**src/rtl/acc_pixel_map.sv**
```systemverilog
`default_nettype none
// +--------------------------------------------------------------------------+
// | acc_pixel_map                                                            |
// | Streams an image through a per-lane pixel operation, memory to memory.   |
// | Rev 1.0 - initial release                                                |
// +--------------------------------------------------------------------------+
module acc_pixel_map #(
    parameter int IMG_W     = 352,
    parameter int IMG_H     = 288,
    parameter int PIX_BITS  = 8,
    parameter int WORD_BITS = 32,
    parameter int ADDR_BITS = 16,
    parameter int N_WORDS   = IMG_W * IMG_H * PIX_BITS / WORD_BITS,
    parameter int SRC_BASE  = 0,
    parameter int DST_BASE  = N_WORDS
) (
    input  logic                 clk,
    input  logic                 reset,
    input  logic                 start,
    input  logic [1:0]           mode,
    input  logic [PIX_BITS-1:0]  thr,
    output logic [ADDR_BITS-1:0] addr,
    input  logic [WORD_BITS-1:0] dataR,
    output logic [WORD_BITS-1:0] dataW,
    output logic                 en,
    output logic                 we,
    output logic                 busy,
    output logic                 finish
);

    localparam int c_cnt_w = $clog2(N_WORDS + 1);
    localparam int c_lanes = WORD_BITS / PIX_BITS;
    localparam logic [c_cnt_w-1:0]  c_last    = c_cnt_w'(N_WORDS);
    localparam logic [c_cnt_w-1:0]  c_one     = c_cnt_w'(1);
    localparam logic [PIX_BITS-1:0] c_pix_max = '1;
    localparam logic [1:0] c_mode_invert = 2'd0;
    localparam logic [1:0] c_mode_thresh = 2'd1;
    localparam logic [1:0] c_mode_copy   = 2'd2;

    typedef enum logic [2:0] {
        S_IDLE    = 3'd0,
        S_RD      = 3'd1,
        S_CAP     = 3'd2,
        S_WR      = 3'd3,
        S_DRAIN   = 3'd4,
        S_WR_LAST = 3'd5,
        S_DONE    = 3'd6
    } state_t;

    state_t               r_state;
    state_t               w_state_nxt;
    logic [c_cnt_w-1:0]   r_rd_cnt;
    logic [c_cnt_w-1:0]   r_wr_cnt;
    logic [WORD_BITS-1:0] r_in;
    logic [WORD_BITS-1:0] r_out;
    logic [1:0]           r_mode;
    logic [PIX_BITS-1:0]  r_thr;
    logic [WORD_BITS-1:0] w_f;
    logic                 w_latch;
    logic                 w_rd_inc;
    logic                 w_wr_inc;
    logic                 w_cap;
    logic                 w_clr;

    // Lanes are computed in isolation so no carry can leak between pixels.
    for (genvar j = 0; j < c_lanes; j++) begin : g_lane
        logic [PIX_BITS-1:0] w_pix;
        logic [PIX_BITS:0]   w_sum;
        logic [PIX_BITS-1:0] w_res;

        assign w_pix = r_in[j*PIX_BITS +: PIX_BITS];
        assign w_sum = {1'b0, w_pix} + {1'b0, r_thr};

        always_comb begin
            w_res = w_pix;
            case (r_mode)
                c_mode_invert: w_res = c_pix_max - w_pix;
                c_mode_thresh: w_res = (w_pix >= r_thr) ? c_pix_max : '0;
                c_mode_copy:   w_res = w_pix;
                default:       w_res = w_sum[PIX_BITS] ? c_pix_max : w_sum[PIX_BITS-1:0];
            endcase
        end

        assign w_f[j*PIX_BITS +: PIX_BITS] = w_res;
    end

    always_comb begin
        w_state_nxt = r_state;
        en          = 1'b0;
        we          = 1'b0;
        busy        = 1'b1;
        finish      = 1'b0;
        w_latch     = 1'b0;
        w_rd_inc    = 1'b0;
        w_wr_inc    = 1'b0;
        w_cap       = 1'b0;
        w_clr       = 1'b0;
        case (r_state)
            S_IDLE: begin
                busy = 1'b0;
                if (start) begin
                    w_state_nxt = S_RD;
                    w_latch     = 1'b1;
                end
            end
            S_RD: begin
                en          = 1'b1;
                w_rd_inc    = 1'b1;
                w_state_nxt = (r_rd_cnt == '0) ? S_CAP : S_WR;
            end
            S_CAP: begin
                w_cap       = 1'b1;
                w_state_nxt = (r_rd_cnt == c_last) ? S_DRAIN : S_RD;
            end
            S_WR: begin
                en          = 1'b1;
                we          = 1'b1;
                w_cap       = 1'b1;
                w_wr_inc    = 1'b1;
                w_state_nxt = (r_rd_cnt == c_last) ? S_DRAIN : S_RD;
            end
            S_DRAIN: begin
                w_state_nxt = S_WR_LAST;
            end
            S_WR_LAST: begin
                en          = 1'b1;
                we          = 1'b1;
                w_state_nxt = S_DONE;
            end
            S_DONE: begin
                busy   = 1'b0;
                finish = 1'b1;
                w_clr  = 1'b1;
                if (!start) begin
                    w_state_nxt = S_IDLE;
                end
            end
            default: begin
                w_state_nxt = S_IDLE;
            end
        endcase
    end

    always_ff @(posedge clk) begin
        if (reset) begin
            r_state  <= S_IDLE;
            r_rd_cnt <= '0;
            r_wr_cnt <= '0;
            r_in     <= '0;
            r_out    <= '0;
            r_mode   <= '0;
            r_thr    <= '0;
        end else begin
            r_state <= w_state_nxt;
            r_out   <= w_f;
            if (w_latch) begin
                r_mode <= mode;
                r_thr  <= thr;
            end
            if (w_cap) begin
                r_in <= dataR;
            end
            if (w_clr) begin
                r_rd_cnt <= '0;
                r_wr_cnt <= '0;
            end else begin
                if (w_rd_inc) r_rd_cnt <= r_rd_cnt + c_one;
                if (w_wr_inc) r_wr_cnt <= r_wr_cnt + c_one;
            end
        end
    end

    assign addr  = we ? (ADDR_BITS'(DST_BASE) + ADDR_BITS'(r_wr_cnt))
                      : (ADDR_BITS'(SRC_BASE) + ADDR_BITS'(r_rd_cnt));
    assign dataW = r_out;

endmodule
`default_nettype wire

```
**config.mk**
```make
export PLATFORM = sky130hd
export DESIGN_NAME = acc_pixel_map
export DESIGN_NICKNAME = d
export VERILOG_FILES = /design/src/rtl/acc_pixel_map.sv
export SDC_FILE = /design/constraint.sdc
export NUM_CORES = 1
export LEC_CHECK = 0
export ABC_AREA = 1
export CORE_MARGIN = 2
export CORE_UTILIZATION = 56
export CTS_CLUSTER_DIAMETER = 50
export DETAILED_ROUTE_END_ITERATION = 8
export PLACE_DENSITY_LB_ADDON = 0.08
export SLEW_MARGIN = 20
export SYNTH_ARGS = -nofsm -noshare
export SYNTH_HDL_FRONTEND = slang
export SYNTH_SLANG_ARGS = --single-unit
```
**constraint.sdc**
```tcl
create_clock -name clk -period 2.46 [get_ports clk]
set_input_delay 0.738 -clock clk [delete_from_list [all_inputs] [get_ports clk]]
set_output_delay 0.738 -clock clk [all_outputs]
set_load 0.01 [all_outputs]
```
==> flow_metrics.py, run 1 <==
metrics = {
    "sta": {
        "finalHoldViolCount": 0,
        "max_freq_ghz": 0.418,
        "slew_headroom_pct": 53.0,
        "holdWs_ns": 0.487,
        "fin_crit_ns": 2.39,
        "setup_viol": 0,
        "timing_worst_slew_pin_value_ns": 0.704,
        "finClkSkew_ns": 0.00845,
        "finalCritPeriodShare_pct": 97.3,
        "drv_slew": 0,
        "finalSetupTns_ns": 0,
    },
    "setup_path": {
        "crit_type": "flip-flop to output port",
        "r2r_setup_slack_ns": 0.24,
        "r2r-start": "r_thr[1]",
        "crit_required_ns": 1.72,
        "regToRegEndpoint": "dataW[27]",
        "arrival_ns": 1.66,
        "critPathMaxFanout": 5,
        "cp-start-kind": "flip-flop",
        "rr_worst_depth": 12,
        "critPathCaptureType": "output port",
    },
    "min_path": {
        "hold_depth": 2,
        "min_path_type": "flip-flop to flip-flop",
        "hold_start": "r_rd_cnt[14]",
        "whs_endpoint": "r_rd_cnt[14]",
    },
    "global_routing": {
        "gr-usage-all-layers_pct": 29.7,
        "antenna_found_initial": 0,
        "grt-ovfl-total": 0,
        "grt_pass1_wl_um": 33100,
        "grt_pass1_vias": 6791,
        "grt_max_degree": 56,
    },
    "final_layout": {
        "fillers": 1135,
        "final_common_cell": "nand2_1",
        "fin_nets": 1307,
        "layout_common_cells": "226 x nand2_1, 143 x a21oi_1, 132 x inv_1",
        "drive_gt1_share_pct": 7.96,
        "diodes": 0,
        "area_growth_pct": 21.4,
    },
    "floorplan": {
        "die_area_mm2": 0.0139,
        "die_h_um": 118,
        "initial_core_util_pct": 57.5,
        "die_x_um": 118,
        "rows": 41,
        "core_mm2": 0.0126,
        "num_io_pins": 97,
    },
    "pwr": {
        "leakage_uw": 0.00416,
        "combPwrFrac_pct": 30.4,
        "swShare_pct": 33.7,
        "powerDensity_mw_per_mm2": 555,
        "power.total_uw": 4890,
        "pwr-share-clk_pct": 29.1,
        "ir_drop_uv": 403,
        "seqPwrFrac_pct": 40.5,
        "internal_power_uw": 3240,
        "p_sw_uw": 1650,
    },
    "synth": {
        "synth_seq_area_share_pct": 29.5,
        "ys.flop_type": "dfxtp_1",
        "synth.net_count": 1202,
        "synth_area_mm2": 0.00726,
        "syn-instance-count": 1084,
        "ys_ff_latch": 107,
        "yosysWarnings": 0,
        "synth_cell_types": 44,
        "async_reset_ff_share_pct": 0,
        "synth.avg_cell_area_um2": 6.69,
        "synth-edff-count": 0,
    },
    "detailed_routing": {
        "vias": 7337,
        "drt_iter0_drc": 498,
        "dr.pass1.iters": 6,
        "antenna_left": 0,
        "drc": 0,
        "vias_per_cell": 5.37,
        "routed_wl_um": 20400,
        "wire_per_inst_um": 14.9,
    },
    "clock_tree": {
        "cts-root-buf": "clkbuf_16",
        "cts.clk_slew.worst_paths_ns": 0.08,
        "cts_tree": "done",
        "cts.path.max_buffers": 2,
        "clk_latency_ns": 0.37,
        "cts_max_level": 3,
        "cts.sinks": 107,
        "cts_made_buffers": 9,
        "holdBufCountCts": 0,
    },
    "placement": {
        "dpl.hpwl_um": 15300,
        "gp_congestion": 0.939,
        "io_buffers": 96,
    },
    "run": {
        "max-cap-violations": 0,
    },
    "run_status": {
        "status": "completed",
    },
}
==> cells in the mapped netlist (2+ instances only) <==
library cell / instances / area [µm²]
clkinv_1: 3 / 11.3
inv_2: 9 / 33.8
a21oi_4: 2 / 32.5
and2_1: 8 / 50.1
or2_0: 2 / 12.5
nor2_4: 4 / 45.0
o21ai_1: 3 / 15.0
o21a_1: 4 / 30.0
xor2_1: 14 / 123
o21ai_0: 103 / 515
clkbuf_2: 2 / 10.0
buf_1: 2 / 7.51
nand2_1: 227 / 852
nand2_4: 2 / 22.5
o22ai_1: 2 / 12.5
nor2_2: 3 / 18.8
a21oi_2: 3 / 26.3
nand4_1: 9 / 56.3
ha_1: 69 / 863
buf_2: 7 / 35.0
a21oi_1: 144 / 721
nand2_2: 2 / 12.5
nand3_2: 2 / 20.0
fa_1: 4 / 80.1
nor3b_1: 2 / 15.0
nor3_1: 14 / 70.1
nor2_1: 95 / 357
clkbuf_1: 20 / 75.1
inv_1: 135 / 507
dfxtp_1: 107 / 2140
nand3_1: 62 / 310
o21bai_1: 6 / 45.0
xnor2_1: 2 / 17.5
==> kinds of logic (layout without fill, tap and decap cells) <==
kind of cell,after synthesis,after routing,synth area share (%)
AOI/OAI and AO/OA,270,270,19.6
xor gates and xnor gates,16,16,1.93
adders and majority gates,73,73,13.0
buffers and inverters,180,290,9.62
DFF,107,107,29.5
and+or+nand+nor,438,438,26.4
==> how the worst max path moves through the flow <==
stage	start	endpoint	slack (ns)	cells past startpoint
after global placement	r_wr_cnt[8]	addr[14]	0.09	8
after CTS	r_wr_cnt[9]	addr[14]	0.02	9
after detailed placement	r_wr_cnt[8]	addr[14]	0.08	9
final	r_state[0]	finish	0.07	3
after floorplan	r_state[1]	addr[0]	0.39	7
after global routing	r_state[1]	addr[0]	-0.009	7
==> sequential cells by signal, summed over array words and instances (netlist names) <==
name      cells
r_state       3
r_rd_cnt     15
r_in         32
r_wr_cnt     15
dataW        32
r_mode        2
r_thr         8
==> cell type report <==
cell class                      instances  area (µm²)  area share [%]
Multi-Input combinational cell        797        4450            50.5
Inverter                              147         553            6.28
Clock buffer                           12         256            2.91
Clock inverter                          4        25.0           0.284
Tap cell                              172         215            2.44
Timing Repair Buffer                  127        1160            13.2
Sequential cell                       107        2150            24.4
==> what timing repair did <==
item	CTS	global route
setup endpoints to repair	18	15
pin swaps	1	1
buffers inserted	0	0
gates resized for setup	28	27
cloned	0	0
==> critical path: stages, from the launching register on <==
cell and delay [ns]:
dfxtp_1 0.32, buf_4 0.15, nor2_1 0.23, clkdlybuf4s50_1 0.59
==> power by group through the flow <==
stage | sequential, µW | combinational [µW] | clock [µW]
2_1_floorplan | 2040 | 887 | 0
3_3_place_gp | 2020 | 1450 | 0
3_5_place_dp | 2020 | 1470 | 0
4_1_cts | 1980 | 1470 | 1430
5_1_grt | 2000 | 1660 | 1500
6_report | 1980 | 1490 | 1420
==> per-stage QoR <==
step / setup slack (ns) / instances / utilization (%) / instance area (µm²)
6_report: 0.0655 / 1366 / 69.8 / 8810
3_5_place_dp: 0.0809 / 1350 / 67.6 / 8530
2_1_floorplan: 0.392 / 1084 / - / 7260
5_1_grt: -0.00853 / 1366 / 69.8 / 8810
3_3_place_gp: 0.0912 / 1350 / 67.6 / 8530
4_1_cts: 0.0209 / 1366 / 69.8 / 8810
==> layer usage <==
layer / part of all wire, % / global-route usage, %
met1: 46 / 39.2
met2: 45 / 48.1
met3: 5.8 / 5.72
met4: 3.3 / 11.4
met5: 0 / 0
Power figures use the tool's default switching activity.
==> run 2, diff against run 1 <==
- PLACE_DENSITY: default -> 0.79
- PLACE_DENSITY_LB_ADDON: 0.08 -> default
==> flow_metrics.py, run 2 (synthesis results as in run 1) <==
metrics = {
    "sta": {
        "finalSetupTns_ns": 0,
        "drv_slew": 0,
        "finalHoldViolCount": 0,
        "setup_viol": 0,
        "max_freq_ghz": 0.417,
        "rsz0062_at_grt": "true",
        "setup_ws_ns": 0.0611,
        "slew_headroom_pct": 47.1,
        "finalCritPeriodShare_pct": 97.5,
        "finClkSkew_ns": 0.00970,
        "timing_worst_slew_pin_value_ns": 0.792,
        "fin_crit_ns": 2.40,
    },
    "setup_path": {
        "crit_type": "flip-flop to output port",
        "rr_worst_depth": 8,
        "critPathBufInv": 3,
        "regToRegEndpoint": "dataW[22]",
        "r2r_setup_slack_ns": 0.19,
        "critPathCaptureType": "output port",
        "critical-path-max-stage-delay_ns": 0.35,
        "cp-start-kind": "flip-flop",
        "worstPathCellList": "nand2_1, inv_1, nor2_4, nand2_4, buf_8, nor2_1, a22oi_1, clkdlybuf4s15_2",
        "crit_required_ns": 1.72,
        "critPathMaxFanout": 24,
        "cpLargestDelayFamily": "buffers and inverters",
        "r2r-start": "r_thr[0]",
        "critical_path.slowest_cell": "dfxtp_1",
        "arrival_ns": 1.66,
    },
    "floorplan": {
        "die_x_um": 118,
        "rows": 41,
        "die_area_mm2": 0.0139,
        "core_mm2": 0.0126,
        "initial_core_util_pct": 57.5,
        "die_h_um": 118,
        "num_io_pins": 97,
    },
    "detailed_routing": {
        "vias": 7414,
        "wire_per_inst_um": 14.8,
        "routed_wl_um": 20200,
        "drt_iter0_drc": 641,
        "drc": 0,
        "antenna_left": 0,
        "vias_per_cell": 5.43,
        "dr.pass1.iters": 5,
    },
    "final_layout": {
        "regArea_mm2": 0.00215,
        "final_common_cell": "nand2_1",
        "area_growth_pct": 21.3,
        "diodes": 0,
        "multi_input_area_mm2": 0.00443,
        "fillers": 1161,
        "design_area_mm2": 0.00881,
        "layout_common_cells": "227 x nand2_1, 143 x a21oi_1, 135 x inv_1",
        "drive_gt1_share_pct": 7.46,
        "fin_nets": 1307,
    },
    "placement": {
        "dpl.hpwl_um": 15300,
        "place_ws_ns": 0.0574,
        "io_buffers": 96,
        "gp_congestion": 0.978,
        "placed_area_mm2": 0.00852,
    },
    "pwr": {
        "ir_drop_uv": 314,
        "leakage_uw": 0.00421,
        "powerDensity_mw_per_mm2": 547,
    },
    "clock_tree": {
        "clk_latency_ns": 0.36,
        "cts.path.max_buffers": 2,
        "cts_max_level": 3,
        "cts-root-buf": "clkbuf_16",
        "cts_tree": "done",
        "holdBufCountCts": 0,
        "cts_made_buffers": 9,
        "cts.sinks": 107,
        "cts.clk_slew.worst_paths_ns": 0.07,
    },
    "min_path": {
        "min_path_type": "flip-flop to flip-flop",
        "whs_endpoint": "r_rd_cnt[14]",
        "hold_depth": 2,
        "hold_start": "r_rd_cnt[14]",
    },
    "run_status": {
        "status": "completed",
    },
    "run": {
        "max-cap-violations": 0,
    },
    "global_routing": {
        "grt_pass1_vias": 6749,
        "grt_pass1_wl_um": 32700,
        "antenna_found_initial": 0,
        "grt_max_degree": 54,
        "gr-usage-all-layers_pct": 29.0,
        "grt-ovfl-total": 0,
    },
}
[run 2: layout make-up]
type / count / area share, %
well taps: 172 / 2.44
clock buffers: 11 / 2.76
repair buffers: 127 / 13.5
flip-flops and latches: 107 / 24.4
multi-input cells: 797 / 50.3
inverters: 147 / 6.28
clock inverters: 4 / 0.298
[run 2: worst max path at each step]
| stage | from | endpoint | slack [ns] | cells after the start |
|---|---|---|---|---|
| floorplan | r_state[1] | addr[0] | 0.39 | 7 |
| global placement | r_state[1] | addr[14] | 0.08 | 9 |
| detailed placement | r_state[1] | addr[14] | 0.06 | 9 |
| CTS | r_wr_cnt[9] | addr[12] | 0.03 | 8 |
| global route | r_wr_cnt[8] | addr[13] | -0.06 | 6 |
| finish | r_state[2] | addr[13] | 0.06 | 8 |
[run 2: through the flow]
stage	power [µW]	hold slack [ns]	std cells	util (%)
finish	4820	0.501	1365	69.8
global route	5110	0.539	1365	69.8
CTS	4810	0.498	1365	69.7
detailed placement	3460	0.487	1349	67.5
global placement	3440	0.470	1349	67.5
floorplan	2920	0.456	1084	-
[run 2: repair_timing]
action	4_1_cts	5_1_grt
pin swaps	1	0
gates resized for setup	28	17
setup buffers	1	0
endpoints found under the setup margin	17	27
[run 2: per-layer routing]
layer	part of all wire, %	vias to the layer above	track usage [%]	wire (µm)
li1	-	3723	-	-
met2	45	258	47.0	9130
met4	2.1	0	10.2	423
met1	46	3399	40.1	9350
met3	6.3	34	3.00	1270
met5	0	-	0	0
[run 2: where the power goes]
part / switching, µW / leakage, µW / internal [µW]
logic: 850 / 0.00320 / 624
clock network: 654 / 0.000132 / 710
registers: 102 / 0.000881 / 1880
[run 2: worst min-delay path: stages (launching register included)]
cell     delay [ns]
dfxtp_1        0.33
nand2_1        0.07
a21oi_1        0.06
